## src/rtl/bnn_pkg.sv

```systemverilog
// ---------------------------------------------------------------------------
// bnn_pkg
// Shared constants and types for the binary-neural-network layer sequencer:
// default layer geometry, arithmetic widths, power-on weights/thresholds and
// the sequencer state type.
// No ports (package).
// ---------------------------------------------------------------------------
package bnn_pkg;

    localparam int NUM_NEURONS = 4;
    localparam int NUM_WEIGHTS = 6;
    localparam int SUM_W       = 3;
    localparam int THRESH_W    = 3;

    localparam logic [5:0] W0_DEFAULT = 6'b111000;
    localparam logic [5:0] W1_DEFAULT = 6'b000111;
    localparam logic [5:0] W2_DEFAULT = 6'b001100;
    localparam logic [5:0] W3_DEFAULT = 6'b110011;

    localparam logic [THRESH_W-1:0] THRESH_DEFAULT = 3'd2;

    typedef enum logic [1:0] {
        ST_IDLE    = 2'd0,
        ST_COMPUTE = 2'd1,
        ST_OUTPUT  = 2'd2
    } state_e;

    // Power-on weight for neuron n; the four-entry pattern repeats for wider layers.
    function automatic logic [5:0] default_weight(input int unsigned n);
        case (n % 4)
            0:       return W0_DEFAULT;
            1:       return W1_DEFAULT;
            2:       return W2_DEFAULT;
            default: return W3_DEFAULT;
        endcase
    endfunction

endpackage

```

## src/rtl/bnn_layer_sequencer_if.sv

```systemverilog
// ---------------------------------------------------------------------------
// bnn_layer_sequencer_if
// Bundles the configuration, input-vector and result handshakes of the BNN
// layer sequencer.
//   cfg_valid/cfg_ready/cfg_addr/cfg_weight[/cfg_thresh] : per-neuron config write
//   in_valid/in_ready/in_data                            : input vector
//   out_valid/out_ready/out_data                         : result (bit i = neuron i)
//   busy                                                 : sequencer not idle
// Macro BNN_THRESH_LOAD_EN adds cfg_thresh (writable thresholds).
// Modports: slave (the sequencer), master (the driver of the sequencer).
// ---------------------------------------------------------------------------
interface bnn_layer_sequencer_if #(
    parameter int NUM_NEURONS = bnn_pkg::NUM_NEURONS,
    parameter int NUM_WEIGHTS = bnn_pkg::NUM_WEIGHTS
);
    import bnn_pkg::*;

    localparam int ADDR_W = (NUM_NEURONS > 1) ? $clog2(NUM_NEURONS) : 1;

    logic                   cfg_valid;
    logic                   cfg_ready;
    logic [ADDR_W-1:0]      cfg_addr;
    logic [NUM_WEIGHTS-1:0] cfg_weight;
`ifdef BNN_THRESH_LOAD_EN
    logic [THRESH_W-1:0]    cfg_thresh;
`endif
    logic                   in_valid;
    logic                   in_ready;
    logic [NUM_WEIGHTS-1:0] in_data;
    logic                   out_valid;
    logic                   out_ready;
    logic [NUM_NEURONS-1:0] out_data;
    logic                   busy;

    modport slave (
`ifdef BNN_THRESH_LOAD_EN
        input  cfg_thresh,
`endif
        input  cfg_valid, cfg_addr, cfg_weight,
        input  in_valid, in_data,
        input  out_ready,
        output cfg_ready, in_ready, out_valid, out_data, busy
    );

    modport master (
`ifdef BNN_THRESH_LOAD_EN
        output cfg_thresh,
`endif
        output cfg_valid, cfg_addr, cfg_weight,
        output in_valid, in_data,
        output out_ready,
        input  cfg_ready, in_ready, out_valid, out_data, busy
    );

endinterface

```

## src/rtl/bnn_layer_sequencer_popcount.sv

```systemverilog
// ---------------------------------------------------------------------------
// bnn_popcount
// Combinational XNOR-popcount: counts the bit positions where data and
// weight agree.
//   data   : input vector (NUM_WEIGHTS bits)
//   weight : neuron weight (NUM_WEIGHTS bits)
//   sum    : number of matching bits (SUM_W bits)
// ---------------------------------------------------------------------------
module bnn_popcount #(
    parameter int NUM_WEIGHTS = bnn_pkg::NUM_WEIGHTS,
    parameter int SUM_W       = bnn_pkg::SUM_W
) (
    input  logic [NUM_WEIGHTS-1:0] data,
    input  logic [NUM_WEIGHTS-1:0] weight,
    output logic [SUM_W-1:0]       sum
);
    import bnn_pkg::*;

    logic [NUM_WEIGHTS-1:0] match;

    assign match = ~(data ^ weight);

    always_comb begin
        sum = '0;
        for (int i = 0; i < NUM_WEIGHTS; i++) begin
            sum = sum + SUM_W'(match[i]);
        end
    end

endmodule

```

## src/rtl/bnn_layer_sequencer.sv

```systemverilog
// ---------------------------------------------------------------------------
// bnn_layer_sequencer
// Evaluates one binary-neural-network layer: latches an input vector, then
// runs one neuron per cycle through a single shared XNOR-popcount unit and
// presents the packed result bits on a valid/ready handshake.
//   clk   : clock, rising edge
//   reset : asynchronous, active-high
//   bus   : bnn_layer_sequencer_if.slave (cfg, input and result handshakes, busy)
// Macro BNN_THRESH_LOAD_EN: per-neuron thresholds become writable through
// cfg_thresh; otherwise every threshold is the constant THRESH_DEFAULT.
//
// state   | meaning
// --------+-------------------------------------------------------------
// IDLE    | accepts config writes (priority) or an input vector
// COMPUTE | evaluates neuron idx this cycle, result bit stored on the edge
// OUTPUT  | result presented, held until out_ready
// ---------------------------------------------------------------------------
module bnn_layer_sequencer #(
    parameter int NUM_NEURONS = bnn_pkg::NUM_NEURONS,
    parameter int NUM_WEIGHTS = bnn_pkg::NUM_WEIGHTS
) (
    input  logic                 clk,
    input  logic                 reset,
    bnn_layer_sequencer_if.slave bus
);
    import bnn_pkg::*;

    localparam int IDX_W = (NUM_NEURONS > 1) ? $clog2(NUM_NEURONS) : 1;

    localparam logic [1:0] IDLE    = ST_IDLE;
    localparam logic [1:0] COMPUTE = ST_COMPUTE;
    localparam logic [1:0] OUTPUT  = ST_OUTPUT;

    localparam logic [IDX_W-1:0] LAST_IDX = IDX_W'(NUM_NEURONS - 1);

    logic [1:0]             state;
    logic [IDX_W-1:0]       idx;
    logic [NUM_WEIGHTS-1:0] data_q;
    logic [NUM_NEURONS-1:0] result;
    logic [NUM_WEIGHTS-1:0] weight [NUM_NEURONS];
    logic [SUM_W-1:0]       sum;
    logic [THRESH_W-1:0]    thresh_cur;
    logic                   cfg_fire;
    logic                   in_fire;

    // Config wins a tie with the input, which then stays pending for the next edge.
    assign cfg_fire = (state == IDLE) && bus.cfg_valid;
    assign in_fire  = (state == IDLE) && bus.in_valid && !bus.cfg_valid;

    assign bus.cfg_ready = (state == IDLE);
    assign bus.in_ready  = (state == IDLE) && !bus.cfg_valid;
    assign bus.out_valid = (state == OUTPUT);
    assign bus.out_data  = result;
    assign bus.busy      = (state != IDLE);

    bnn_popcount #(
        .NUM_WEIGHTS (NUM_WEIGHTS),
        .SUM_W       (SUM_W)
    ) u_popcount (
        .data   (data_q),
        .weight (weight[idx]),
        .sum    (sum)
    );

`ifdef BNN_THRESH_LOAD_EN
    logic [THRESH_W-1:0] thresh [NUM_NEURONS];

    assign thresh_cur = thresh[idx];

    always_ff @(posedge clk or posedge reset) begin
        if (reset) begin
            for (int i = 0; i < NUM_NEURONS; i++) begin
                weight[i] <= NUM_WEIGHTS'(default_weight(i));
                thresh[i] <= THRESH_DEFAULT;
            end
        end else if (cfg_fire) begin
            weight[bus.cfg_addr] <= bus.cfg_weight;
            thresh[bus.cfg_addr] <= bus.cfg_thresh;
        end
    end
`else
    assign thresh_cur = THRESH_DEFAULT;

    always_ff @(posedge clk or posedge reset) begin
        if (reset) begin
            for (int i = 0; i < NUM_NEURONS; i++) begin
                weight[i] <= NUM_WEIGHTS'(default_weight(i));
            end
        end else if (cfg_fire) begin
            weight[bus.cfg_addr] <= bus.cfg_weight;
        end
    end
`endif

    always_ff @(posedge clk or posedge reset) begin
        if (reset) begin
            state  <= IDLE;
            idx    <= '0;
            data_q <= '0;
            result <= '0;
        end else begin
            case (state)
                IDLE: begin
                    if (in_fire) begin
                        data_q <= bus.in_data;
                        idx    <= '0;
                        state  <= COMPUTE;
                    end
                end
                COMPUTE: begin
                    result[idx] <= (sum >= thresh_cur);
                    if (idx == LAST_IDX) begin
                        idx   <= '0;
                        state <= OUTPUT;
                    end else begin
                        idx <= idx + IDX_W'(1);
                    end
                end
                OUTPUT: begin
                    if (bus.out_ready) begin
                        state <= IDLE;
                    end
                end
                default: state <= IDLE;
            endcase
        end
    end

endmodule

```

## src/flat_wrapper.sv

```systemverilog
// flat-port wrapper written by rule: the top's interface ports become plain ports
module bnn_layer_sequencer_flat import bnn_pkg::*;
#(
    parameter int NUM_NEURONS = bnn_pkg::NUM_NEURONS,
    parameter int NUM_WEIGHTS = bnn_pkg::NUM_WEIGHTS
)
  (clk, reset, bus_cfg_valid, bus_cfg_addr, bus_cfg_weight, bus_in_valid, bus_in_data, bus_out_ready, bus_cfg_ready, bus_in_ready, bus_out_valid, bus_out_data, bus_busy);
  bnn_layer_sequencer_if #(.NUM_NEURONS(NUM_NEURONS), .NUM_WEIGHTS(NUM_WEIGHTS)) bus_i ();
  input  logic clk;
  input  logic reset;
  input wire logic [$bits(bus_i.cfg_valid)-1:0] bus_cfg_valid;
  input wire logic [$bits(bus_i.cfg_addr)-1:0] bus_cfg_addr;
  input wire logic [$bits(bus_i.cfg_weight)-1:0] bus_cfg_weight;
  input wire logic [$bits(bus_i.in_valid)-1:0] bus_in_valid;
  input wire logic [$bits(bus_i.in_data)-1:0] bus_in_data;
  input wire logic [$bits(bus_i.out_ready)-1:0] bus_out_ready;
  output wire logic [$bits(bus_i.cfg_ready)-1:0] bus_cfg_ready;
  output wire logic [$bits(bus_i.in_ready)-1:0] bus_in_ready;
  output wire logic [$bits(bus_i.out_valid)-1:0] bus_out_valid;
  output wire logic [$bits(bus_i.out_data)-1:0] bus_out_data;
  output wire logic [$bits(bus_i.busy)-1:0] bus_busy;
  assign bus_i.cfg_valid = bus_cfg_valid;
  assign bus_i.cfg_addr = bus_cfg_addr;
  assign bus_i.cfg_weight = bus_cfg_weight;
  assign bus_i.in_valid = bus_in_valid;
  assign bus_i.in_data = bus_in_data;
  assign bus_i.out_ready = bus_out_ready;
  assign bus_cfg_ready = bus_i.cfg_ready;
  assign bus_in_ready = bus_i.in_ready;
  assign bus_out_valid = bus_i.out_valid;
  assign bus_out_data = bus_i.out_data;
  assign bus_busy = bus_i.busy;
  bnn_layer_sequencer #(.NUM_NEURONS(NUM_NEURONS), .NUM_WEIGHTS(NUM_WEIGHTS)) u_core (.clk(clk), .reset(reset), .bus(bus_i));
endmodule
```

## config.mk

```make
export PLATFORM = sky130hd
export DESIGN_NAME = bnn_layer_sequencer_flat
export DESIGN_NICKNAME = d
export VERILOG_FILES = /design/src/rtl/bnn_pkg.sv /design/src/rtl/bnn_layer_sequencer_if.sv /design/src/rtl/bnn_layer_sequencer_popcount.sv /design/src/rtl/bnn_layer_sequencer.sv /design/src/flat_wrapper.sv
export SDC_FILE = /design/constraint.sdc
export NUM_CORES = 1
export LEC_CHECK = 0
export ABC_AREA = 1
export CORE_AREA = 5 5 70 72
export DETAILED_ROUTE_END_ITERATION = 7
export DIE_AREA = 0 0 75 77
export PLACE_DENSITY = 0.75
export SLEW_MARGIN = 20
export SYNTH_ARGS = -nofsm -noshare
export SYNTH_HDL_FRONTEND = slang
export SYNTH_SLANG_ARGS = --single-unit
```

## constraint.sdc

```tcl
create_clock -name clk -period 2.7 [get_ports clk]
set_input_delay 0.27 -clock clk [delete_from_list [all_inputs] [get_ports clk]]
set_output_delay 0.27 -clock clk [all_outputs]
set_load 0.03 [all_outputs]
```

==> flow_summary.ini <==
[clock_tree]
worst_skew_pair.late_latency_ns = 0.29
cts_sinks = 38
htreeDepth = 2
clock_path_buffers = 2
path_clk_slew_ns = 0.08
root_buffer = clkbuf_8
cts_made_buffers = 5
cts.hold.buffers_added = 0
cts_tree = done

[global_routing]
antenna_found_initial = 0
grt_pass1_vias = 1407
grt_pass1_wl_um = 6820
grt_usage_pct = 15.3
grt_max_degree = 39
grt-ovfl-total = 0

[die]
row_count = 24
io_pins = 27
start_util_pct = 47.2
die_width_um = 75
core_area_mm2 = 0.00423
fp.dieH_um = 77
die-area_mm2 = 0.00578

[setup_path]
rrSetupSlack_ns = -0.19
cp_max_fo = 8
criticalPathCategory = register to register
slowest_stage = fa_1
crit_chain = inv_4 > nand2_2 > nand3_2 > nand2_2 > xor2_2 > fa_1 > fa_1 > inv_1 > nand2_1 > nor2_2 > fa_1 > nor2_4 > o21ai_1
cp-end-kind = register
critPathMaxStageDelay_ns = 0.56
start_kind = register
ff2ff_path_depth = 13
timing.rr.start = u_core.idx[0]$_DFFE_PP0P_
critPathMostFrequentCell = fa_1
required_ns = 2.88
cp.arrival_ns = 3.07
rr_endpoint = u_core.bus.out_data[3]$_DFFE_PP0P_

[place]
gp_congestion = 0.829
dp_hpwl_um = 2890
numPortBuffers = 26
dp_slack_ns = -0.260

[synthesis]
syn_area_mm2 = 0.00200
yosysWarnings = 0
synth_area_per_cell_um2 = 9.13
yosysSeqAreaShare_pct = 48.3
synth_nets = 245
ys_types = 28
synth-seq-cells = 38
netlist_instances = 219

[cells_and_area]
multi_input_area_um2 = 907
synthToLayoutAreaGrowth_pct = 24.9
diodes = 0
mostFrequentLayoutCell = nand2_1
seqCellArea_um2 = 967
final_cell_mix = nand2_1 (63), clkdlybuf4s50_1 (26), dfrtp_1 (25)
layout-drive-gt1-share_pct = 26.5
fill_cells = 363
nets = 278

[route]
drcViolationCount = 0
postRouteAntennaNets = 0
drtIter0Drc = 54
top_layer_used = met4
wl_um = 3990
dr.pass1.iters = 4
wl_per_cell_um = 13.1
routed-via-count = 1477
met2WireLength_um = 1960
wl_met1_um = 1810
wl_met3_um = 218
vias_per_cell = 4.84

[sta]
finalClockSkew_ns = 0.00773
slew_headroom_pct = 67.6
grt_setup_unrepaired = yes
final_hold_viol_count = 0
period_needed_ns = 2.89
worst_slack_ns = -0.195
worstMarginPinSlew_ns = 0.485
whs_ns = 0.391
finalCritPeriodShare_pct = 107
setup_viol_count_final = 4
fmax_mhz = 345
drv_slew = 0

[pwr]
p_sw_share_pct = 43.2
p_leak_nw = 1.17
p_per_area_mw_per_mm2 = 1600
intPower_mw = 2.27
pwr-share-seq_pct = 27.7
comb_power_share_pct = 57.4
ir_worst_vdd_mv = 0.873
power_switching_mw = 1.73
finalPower_mw = 4.00
clkPwrFrac_pct = 14.9

[hold_path]
hp-class = input port to async pin

[job]
maxCapViolations = 0

[outcome]
status = complete, but fails checks
violations = setup timing
[state kept, by name, summed over array words and instances (netlist names)]
register             cells
u_core.data_q            6
u_core.state             2
u_core.bus.out_data      4
u_core.idx               2
u_core.weight           24
[synthesized netlist by cell type, drive strengths merged]
master  number  share of area (%)
dfrtp       26                 33
xor2         4                1.8
nor2        11                3.8
a21oi        6                2.4
inv         24                4.6
o31ai        1               0.38
ha           4                2.5
dfstp       12                 16
or2          1               0.31
o21ai       29                8.6
fa           3                3.0
nand3       20                6.0
nand2       69                 14
buf          8                4.2
xnor2        1               0.44
[cell type report]
type	instances	area share, %
sequential	38	38.7
multi-input combinational	149	36.3
timing repair buffer	34	12.8
inverter	24	3.81
clock buffer	6	3.31
tap	52	2.61
clock inverter	2	2.40
[kinds of logic (layout without fill, tap and decap cells)]
logic type	count (synthesis)	in the layout	share of synthesized area [%]
buf+inv	32	66	8.82
xor+xnor	5	5	2.19
simple gates	101	101	23.8
fa+ha+maj	7	7	5.51
flops	38	38	48.3
compound gates	36	36	11.4
[worst max path at each step]
stage	slack [ns]	cells after the start	end	start
floorplan	-0.15	14	u_core.bus.out_data[0]$_DFFE_PP0P_	u_core.idx[0]$_DFFE_PP0P_
global placement	-0.13	13	u_core.bus.out_data[0]$_DFFE_PP0P_	u_core.idx[0]$_DFFE_PP0P_
detailed placement	-0.26	13	u_core.bus.out_data[3]$_DFFE_PP0P_	u_core.idx[0]$_DFFE_PP0P_
CTS	-0.25	13	u_core.bus.out_data[3]$_DFFE_PP0P_	u_core.idx[0]$_DFFE_PP0P_
global route	-0.33	13	u_core.bus.out_data[3]$_DFFE_PP0P_	u_core.idx[0]$_DFFE_PP0P_
finish	-0.19	13	u_core.bus.out_data[3]$_DFFE_PP0P_	u_core.idx[0]$_DFFE_PP0P_
[through the flow]
step / instances / util, % / TNS [ns] / area (µm²)
floorplan: 219 / - / -0.611 / 2000
global placement: 296 / 54.3 / -0.527 / 2300
detailed placement: 296 / 54.3 / -1.02 / 2300
CTS: 305 / 57.9 / -0.997 / 2450
global route: 305 / 59.0 / -1.28 / 2500
finish: 305 / 59.0 / -0.765 / 2500
[power by group through the flow]
stage	registers [mW]	logic (mW)	clock network (mW)
floorplan	1.11	1.51	0
global placement	1.10	1.92	0
finish	1.11	2.30	0.597
detailed placement	1.11	2.04	0
CTS	1.10	2.10	0.611
global route	1.15	2.56	0.640
[per-layer routing]
| layer | global-route usage, % | up-vias |
|---|---|---|
| met4 | 4.27 | 0 |
| met5 | 0 | - |
| li1 | - | 758 |
| met2 | 23.1 | 32 |
| met3 | 4.71 | 2 |
| met1 | 21.0 | 685 |
[worst max-delay path, delay by kind of cell, from the launching register on]
kind,cells,cell delay [ns]
buffers and inverters,2,0.18
and+or+nand+nor,6,0.46
adders and majority gates,3,1.43
xor gates and xnor gates,1,0.15
AOI/OAI and AO/OA,1,0.08
DFF,1,0.47
[repair_timing]
item	CTS	global route
resized for setup	2	10
endpoints found under the setup margin	4	4
pin swaps	2	3
setup buffers	1	0
gates cloned	0	0
Note: power is estimated with default switching activity, not from simulation.
